`config.mk`:
```
export PLATFORM = sky130hd
export DESIGN_NAME = nibble_serial_addsub
export DESIGN_NICKNAME = d
export VERILOG_FILES = /design/src/rtl/nibble_serial_addsub_pkg.sv /design/src/rtl/four_bit_RCA_RCS.sv /design/src/rtl/nibble_serial_addsub.sv
export SDC_FILE = /design/constraint.sdc
export NUM_CORES = 1
export LEC_CHECK = 0
export BUFFER_PORTS_ARGS = -buffer_cell sky130_fd_sc_hd__buf_2
export CORE_MARGIN = 10
export CORE_UTILIZATION = 46
export CTS_CLUSTER_SIZE = 30
export DETAILED_ROUTE_END_ITERATION = 6
export GPL_TIMING_DRIVEN = 0
export PLACE_DENSITY = 0.69
export SLEW_MARGIN = 25
export SYNTH_ARGS = -nofsm -noshare
export SYNTH_HDL_FRONTEND = slang
export SYNTH_SLANG_ARGS = --single-unit
```
`constraint.sdc`:
```
create_clock -name clk -period 4.34 [get_ports clk]
set_input_delay 0.217 -clock clk [delete_from_list [all_inputs] [get_ports clk]]
set_output_delay 0.217 -clock clk [all_outputs]
set_load 0.01 [all_outputs]
```
`src/rtl/nibble_serial_addsub_pkg.sv`:
```
// rtl/nibble_serial_addsub_pkg.sv - shared types and constants for the nibble-serial add/subtract block
package nibble_serial_addsub_pkg;

    localparam int NIBBLE_W = 4;

    typedef enum logic [1:0] {
        IDLE = 2'd0,
        RUN  = 2'd1,
        DONE = 2'd2
    } state_e;

endpackage

```
`src/rtl/four_bit_RCA_RCS.sv`:
```
// rtl/four_bit_RCA_RCS.sv - 4-bit ripple-carry adder/subtractor slice (mode=1 inverts b and forces carry-in)
module four_bit_RCA_RCS (
    input  logic [3:0] a,
    input  logic [3:0] b,
    input  logic       mode,
    input  logic       cin,
    output logic [3:0] sum,
    output logic       cout
);

    logic [3:0] bx;
    logic       c0;
    logic       c1;
    logic       c2;
    logic       c3;

    assign bx = b ^ {4{mode}};
    assign c0 = cin | mode;

    assign sum[0] = a[0] ^ bx[0] ^ c0;
    assign c1     = (a[0] & bx[0]) | (c0 & (a[0] ^ bx[0]));
    assign sum[1] = a[1] ^ bx[1] ^ c1;
    assign c2     = (a[1] & bx[1]) | (c1 & (a[1] ^ bx[1]));
    assign sum[2] = a[2] ^ bx[2] ^ c2;
    assign c3     = (a[2] & bx[2]) | (c2 & (a[2] ^ bx[2]));
    assign sum[3] = a[3] ^ bx[3] ^ c3;
    assign cout   = (a[3] & bx[3]) | (c3 & (a[3] ^ bx[3]));

endmodule

```
`src/rtl/nibble_serial_addsub.sv`:
```
// rtl/nibble_serial_addsub.sv - nibble-serial add/subtract, LS nibble first; flags gated by NIBBLE_SERIAL_ADDSUB_FLAGS_EN
module nibble_serial_addsub
    import nibble_serial_addsub_pkg::*;
#(
    parameter int WIDTH = 16
) (
    input  logic             clk,
    input  logic             rst_n,
    input  logic             in_valid,
    output logic             in_ready,
    input  logic [WIDTH-1:0] a,
    input  logic [WIDTH-1:0] b,
    input  logic             mode,
    input  logic             cin,
    output logic             out_valid,
    input  logic             out_ready,
    output logic [WIDTH-1:0] result,
    output logic             cout,
    output logic             overflow,
    output logic             zero
);

    localparam int NIBS  = WIDTH / NIBBLE_W;
    localparam int IDX_W = $clog2(NIBS);
    localparam logic [IDX_W-1:0] LAST_IDX = IDX_W'(NIBS - 1);

    state_e             state_q, state_d;
    logic [IDX_W-1:0]   idx_q, idx_d;
    logic               carry_q, carry_d;
    logic [WIDTH-1:0]   a_q, a_d;
    logic [WIDTH-1:0]   bn_q, bn_d;
    logic [WIDTH-1:0]   result_q, result_d;
    logic               cout_q, cout_d;
    logic               in_ready_q, in_ready_d;
    logic               out_valid_q, out_valid_d;

    logic [NIBBLE_W-1:0] a_nib;
    logic [NIBBLE_W-1:0] bn_nib;
    logic [NIBBLE_W-1:0] slice_sum;
    logic                slice_cout;

    assign a_nib  = a_q[idx_q*NIBBLE_W +: NIBBLE_W];
    assign bn_nib = bn_q[idx_q*NIBBLE_W +: NIBBLE_W];

    // b is stored already inverted for subtract, so the slice always adds and the carry register owns carry-in
    four_bit_RCA_RCS u_slice (
        .a    (a_nib),
        .b    (bn_nib),
        .mode (1'b0),
        .cin  (carry_q),
        .sum  (slice_sum),
        .cout (slice_cout)
    );

`ifdef NIBBLE_SERIAL_ADDSUB_FLAGS_EN
    logic overflow_q, overflow_d;
    logic zero_q, zero_d;
`endif

    always_comb begin
        state_d     = state_q;
        idx_d       = idx_q;
        carry_d     = carry_q;
        a_d         = a_q;
        bn_d        = bn_q;
        result_d    = result_q;
        cout_d      = cout_q;
        in_ready_d  = in_ready_q;
        out_valid_d = out_valid_q;
`ifdef NIBBLE_SERIAL_ADDSUB_FLAGS_EN
        overflow_d  = overflow_q;
        zero_d      = zero_q;
`endif
        case (state_q)
            IDLE: begin
                if (in_valid) begin
                    a_d        = a;
                    bn_d       = mode ? ~b : b;
                    carry_d    = mode ? 1'b1 : cin;
                    idx_d      = '0;
                    in_ready_d = 1'b0;
                    state_d    = RUN;
                end
            end
            RUN: begin
                result_d[idx_q*NIBBLE_W +: NIBBLE_W] = slice_sum;
                carry_d = slice_cout;
                idx_d   = idx_q + 1'b1;
                if (idx_q == LAST_IDX) begin
                    cout_d      = slice_cout;
                    out_valid_d = 1'b1;
                    state_d     = DONE;
`ifdef NIBBLE_SERIAL_ADDSUB_FLAGS_EN
                    // sign-rule form of carry-into-MSB XOR carry-out
                    overflow_d  = (a_nib[NIBBLE_W-1] ~^ bn_nib[NIBBLE_W-1])
                                & (slice_sum[NIBBLE_W-1] ^ a_nib[NIBBLE_W-1]);
                    zero_d      = (result_d == '0);
`endif
                end
            end
            DONE: begin
                if (out_ready) begin
                    out_valid_d = 1'b0;
                    in_ready_d  = 1'b1;
                    state_d     = IDLE;
                end
            end
            default: begin
                out_valid_d = 1'b0;
                in_ready_d  = 1'b1;
                state_d     = IDLE;
            end
        endcase
    end

    always_ff @(posedge clk or negedge rst_n) begin
        if (!rst_n) begin
            state_q     <= IDLE;
            idx_q       <= '0;
            carry_q     <= 1'b0;
            a_q         <= '0;
            bn_q        <= '0;
            result_q    <= '0;
            cout_q      <= 1'b0;
            in_ready_q  <= 1'b1;
            out_valid_q <= 1'b0;
`ifdef NIBBLE_SERIAL_ADDSUB_FLAGS_EN
            overflow_q  <= 1'b0;
            zero_q      <= 1'b0;
`endif
        end else begin
            state_q     <= state_d;
            idx_q       <= idx_d;
            carry_q     <= carry_d;
            a_q         <= a_d;
            bn_q        <= bn_d;
            result_q    <= result_d;
            cout_q      <= cout_d;
            in_ready_q  <= in_ready_d;
            out_valid_q <= out_valid_d;
`ifdef NIBBLE_SERIAL_ADDSUB_FLAGS_EN
            overflow_q  <= overflow_d;
            zero_q      <= zero_d;
`endif
        end
    end

    assign in_ready  = in_ready_q;
    assign out_valid = out_valid_q;
    assign result    = result_q;
    assign cout      = cout_q;

`ifdef NIBBLE_SERIAL_ADDSUB_FLAGS_EN
    assign overflow = overflow_q;
    assign zero     = zero_q;
`else
    assign overflow = 1'b0;
    assign zero     = 1'b0;
`endif

endmodule

```
Word level (Yosys, flattened, before mapping)
Index checks and enable logic that the tools add are counted.

storage, ports and cells
  register bits = 56
  output and inout port bits = 21
  word-level logic and storage cells = 69

operators by class
  add/subtract/negate cells = 2
  equal/unequal tests = 6
  shift operators = 4
  muxes and demuxes = 17
  bitwise operators = 23
  reductions and logical operators = 8

operator list
  cell                                                                      count
  4-bit negator with 34-bit output                                          1
  4-bit by 34-bit variable shift with 16-bit output (first input constant)  1
  4-bit by 34-bit indexed part select with 16-bit output                    1
  16-bit by 5-bit indexed part select with 4-bit output                     2
  16-bit bitwise mux                                                        1
  16-bit 2-to-1 mux                                                         1
  16-bit inverter                                                           1
  3-bit AND reduction                                                       3
  1-bit bitwise AND                                                         8
  2-bit 2-to-1 mux                                                          4
  1-bit XOR                                                                 8
  1-bit 2-to-1 mux                                                          6
  2-bit inequality test (second input constant)                             3
  1-bit case mux with 3 select lines                                        2
  2-bit case mux with 3 select lines                                        1
  2-bit AND reduction                                                       3
  2-bit equality test (second input constant)                               2
  1-bit OR                                                                  4
  2-bit case mux with 2 select lines                                        1
  2-bit by 1-bit adder with 2-bit output (second input constant)            1
  2-bit by 1-bit equality test with 1-bit output (second input constant)    1
  2-bit logical NOT                                                         1
  1-bit inverter                                                            2
  1-bit case mux with 2 select lines                                        1
  2-bit nonzero test                                                        1

Longest topological paths before layout
  depth after elaboration = 11
  gate-level depth with buffers = 12
  depth with buffers taken out = 11

Modules after synthesis
From an unflattened synthesis, not the netlist that was laid out.

unflattened totals
  cell total of the unflattened synthesis = 266
  area total of the unflattened synthesis = 2886.5 um^2

by module, submodules not included
  module                instances  cells each  area an instance (um^2)
  nibble_serial_addsub  1          249         2730.1
  four_bit_RCA_RCS      1          17          156.4

Least setup slack after synthesis
No wires, ideal clock.

  kind = register -> register
  from = register idx_q[1]
  to = register result_q[7] (netlist: result[7])
  setup time = 0.121 ns
  arrival = 2.639 ns
  required time = 4.219 ns
  path slack = 1.580 ns
  cell stages (with the launch flop) = 12
  path through = dfrtp_1 > clkbuf_1 > mux4_2 > inv_1 > fa_1 > inv_1 > fa_1 > inv_1 > fa_1 > inv_1 > fa_1 > a22o_1

between the ends
  longest elaborated chain between the ends = 11
  elaborated cells between the ends (all ways) = 23

ends and longest elaborated chain
  what                                                                             line                                                    source
  start: declaration                                                               nibble_serial_addsub.sv:28                              logic [IDX_W-1:0] idx_q, idx_d;
  start signal: assignment                                                         nibble_serial_addsub.sv:133                             idx_q <= idx_d;
  16-bit by 5-bit indexed part select with 4-bit output, on equally long branches  nibble_serial_addsub.sv:42, nibble_serial_addsub.sv:43
  1-bit XOR                                                                        four_bit_RCA_RCS.sv:20, four_bit_RCA_RCS.sv:21
  1-bit bitwise AND                                                                four_bit_RCA_RCS.sv:21                                  assign c1 = (a[0] & bx[0]) | (c0 & (a[0] ^ bx[0]));
  1-bit OR                                                                         four_bit_RCA_RCS.sv:21
  1-bit bitwise AND                                                                four_bit_RCA_RCS.sv:23                                  assign c2 = (a[1] & bx[1]) | (c1 & (a[1] ^ bx[1]));
  1-bit OR                                                                         four_bit_RCA_RCS.sv:23
  1-bit bitwise AND                                                                four_bit_RCA_RCS.sv:25                                  assign c3 = (a[2] & bx[2]) | (c2 & (a[2] ^ bx[2]));
  1-bit OR                                                                         four_bit_RCA_RCS.sv:25
  1-bit XOR                                                                        four_bit_RCA_RCS.sv:26                                  assign sum[3] = a[3] ^ bx[3] ^ c3;
  4-bit by 34-bit indexed part select with 16-bit output                           nibble_serial_addsub.sv:86                              result_d[idx_q*NIBBLE_W +: NIBBLE_W] = slice_sum;
  16-bit bitwise mux (*)                                                           nibble_serial_addsub.sv:86
  end signal: assignment                                                           nibble_serial_addsub.sv:137                             result_q <= result_d;
  end: declaration                                                                 nibble_serial_addsub.sv:32                              logic [WIDTH-1:0] result_q, result_d;

Every way passes the cells marked *; elsewhere a longest branch is shown, timed or not.
A chain may end at the register's enable or synchronous reset.

Final worst setup path
  from = register idx_q[1]
  to = register result_q[15] (netlist: result[15])

The elaborated chain is that of the path after synthesis.

==> impl_metrics.tcl <==
set metrics [dict create \
    dieWidth_um 98.61 \
    finalSetupTns_ns 0 \
    fin_nets 367 \
    setup_violations 0 \
    skew_ns 0.01085 \
    avgViaCountPerCell 4.972 \
    slew_viol_final 0 \
    fp-row-count 28 \
    leakage_uw 0.001651 \
    clock_latency_ns 0.31 \
    cts_buffer_depth 2 \
    dr.pass1.iters 4 \
    die_h_um 98.61 \
    postRouteAntennaNets 0 \
    rsz0062_at_grt "no" \
    drive_gt1_frac 0.3344 \
    cp_max_fo 9 \
    synth_edf_count 0 \
    area.growth.synth_to_final_pct 16.86 \
    drt-initial-drc-count 50 \
    port_buffers 55 \
    crit_chain "clkbuf_1 -> mux4_2 -> inv_1 -> fa_1 -> inv_1 -> fa_1 -> inv_1 -> fa_1 -> inv_1 -> fa_1 -> a22o_1" \
    grt_overflow_total 0 \
    synth_cells 255 \
    multiInputGateArea_um2 1256 \
    final_cell_mix "76 x nand2_1, 56 x buf_2, 55 x dfrtp_1" \
    start_kind "flip-flop" \
    ys_seq_elements 56 \
    status "finished clean" \
    max_freq_mhz 313.8 \
    drc_errors 0 \
    crit_required_ns 4.55 \
    ios 59 \
    final_common_cell "nand2_1" \
    ys.flop_type "dfrtp_1" \
    grt_max_degree 57 \
    grt_first_pass_wirelength_um 10630 \
    wirelength_um 6113 \
    p_per_area_nw_per_um2 734.6 \
    placed_area_um2 3218 \
    synth_cell_types 38 \
    design_area_um2 3322 \
    initial_core_util 0.4773 \
    wl_per_cell_um 15.48 \
    cts_resized 0 \
    min_path_type "in2reg" \
    end_kind "flip-flop" \
    relSlewSlack 0.5344 \
    yosysSeqAreaShare 0.4934 \
    avgSynthCellArea_um2 11.15 \
    grt_pass1_vias 2182 \
    maxCapViolCount 0 \
    fin_crit_sh 0.7342 \
    path_clk_slew_ns 0.10 \
    cts_root_buffer "clkbuf_8" \
    gp_routability_congestion 0.7558 \
    core_um2 5956 \
    dp_hpwl_um 4636 \
    diodes 0 \
    slowest_delay_ns 0.51 \
    cts.sinks 56 \
    synth_warnings 0 \
    final_hold_viol_count 0 \
    syn-cell-area_um2 2843 \
    antenna_found_initial 0 \
    htreeDepth 2 \
    holdPathStages 3 \
    num-fill-cells 567 \
    seq_area_um2 1403 \
    async_reset_ff_frac 1.000 \
    worstSetupPathType "reg2reg" \
    cts_made_buffers 5 \
    irDropWorstVdd_mv 0.2914 \
    die-area_um2 9724 \
    grt_util_all_layers 0.1311 \
    worst_r2r_path_depth 11 \
    via_count 1964 \
    cts_tree "yes" \
    period_needed_ns 3.186 \
    cp_slowest_cell "clkbuf_1" \
    tightestPinTransition_ns 0.6985 \
    critPathArrivalTime_ns 3.39 \
]
worst paths after layout:
check | from | endpoint | slack [ns]
max | idx_q[1]$_DFFE_PN0P_ | result[15]$_DFFE_PN0P_ | 1.15
min | a[0] | a_q[0]$_DFFE_PN0P_ | 0.08
max reg2reg | idx_q[1]$_DFFE_PN0P_ | result[15]$_DFFE_PN0P_ | 1.15
min reg2reg | a_q[7]$_DFFE_PN0P_ | a_q[7]$_DFFE_PN0P_ | 0.48
max in group asynchronous | rst_n | bn_q[0]$_DFFE_PN0P_ | 3.39
min in group asynchronous | rst_n | state_q[1]$_DFFE_PN0P_ | 0.49
power by group:
| part | switching (µW) | internal [µW] | total [µW] | leakage [µW] |
|---|---|---|---|---|
| Combinational | 715 | 566 | 1280 | 0.000895 |
| Clock | 171 | 130 | 302 | 0.0000445 |
| Sequential | 115 | 742 | 858 | 0.000711 |
| Total | 1000 | 1440 | 2440 | 0.00165 |
logic make-up (layout without fill, tap and decap cells):
group | count (synthesis) | in the layout | share of synthesized area
buffers and inverters | 27 | 91 | 0.06602
and+or+nand+nor | 94 | 94 | 0.1540
adders and majority gates | 10 | 10 | 0.05458
AOI/OAI and AO/OA | 42 | 42 | 0.1140
muxes | 9 | 9 | 0.06734
DFF | 56 | 56 | 0.4934
other | 1 | 2 | 0.001319
xor gates and xnor gates | 16 | 16 | 0.04929
through the flow:
step	cells	hold slack [ns]	setup WS, ns	power (µW)	utilization
after floorplan	256	-0.07859	1.580	1795	-
after global placement	386	0.4078	1.180	2150	0.5399
after detailed placement	386	0.3105	1.121	2176	0.5403
after CTS	395	0.08007	1.112	2476	0.5578
after global routing	395	0.08289	0.9391	2654	0.5578
final	395	0.08160	1.154	2440	0.5578
worst max-delay path, delay by kind of cell (launching register included):
family                     cells  cell delay [ns]
AOI/OAI and AO/OA              1             0.23
adders and majority gates      4             1.36
buffers and inverters          5             0.76
DFF                            1             0.40
muxes                          1             0.32
cell usage after synthesis, types with 4 or more instances:
cell / number / share of area
ha_1: 6 / 0.026
o21ai_2: 15 / 0.046
fa_1: 4 / 0.028
dfrtp_1: 55 / 0.48
mux4_2: 8 / 0.063
xnor2_1: 16 / 0.049
o21ai_1: 4 / 0.0070
nand2_1: 76 / 0.10
buf_4: 6 / 0.016
a22o_1: 8 / 0.025
o21ai_0: 5 / 0.0088
inv_1: 11 / 0.015
o2bb2ai_1: 4 / 0.012
buf_6: 6 / 0.024
per-layer routing:
metal / vias to the layer above / track usage / wire [µm]
met3: 6 / 0.04260 / 353
met5: - / 0 / 0
met1: 944 / 0.1581 / 2685
met2: 39 / 0.2204 / 3016
met4: 0 / 0.03418 / 59
li1: 975 / - / -
cell type report:
class / count / area share
clock buffer: 7 / 0.02599
multi-input combinational: 173 / 0.3782
clock inverter: 1 / 0.002260
sequential: 56 / 0.4222
timing repair buffer: 56 / 0.08663
buffer: 16 / 0.04407
inverter: 11 / 0.01243
tap: 75 / 0.02825
registers in the layout, indices dropped and copies added (netlist names):
register   count
bn_q          16
carry_q        1
result        16
out_valid      1
idx_q          2
in_ready       1
state_q        2
a_q           16
cout           1
what timing repair did:
action | 4_1_cts | 5_1_grt
hold buffers | 1 | 0
endpoints found under the hold margin | 55 | 0
setup buffers | 0 | 0
(Power assumes the default switching activity.)
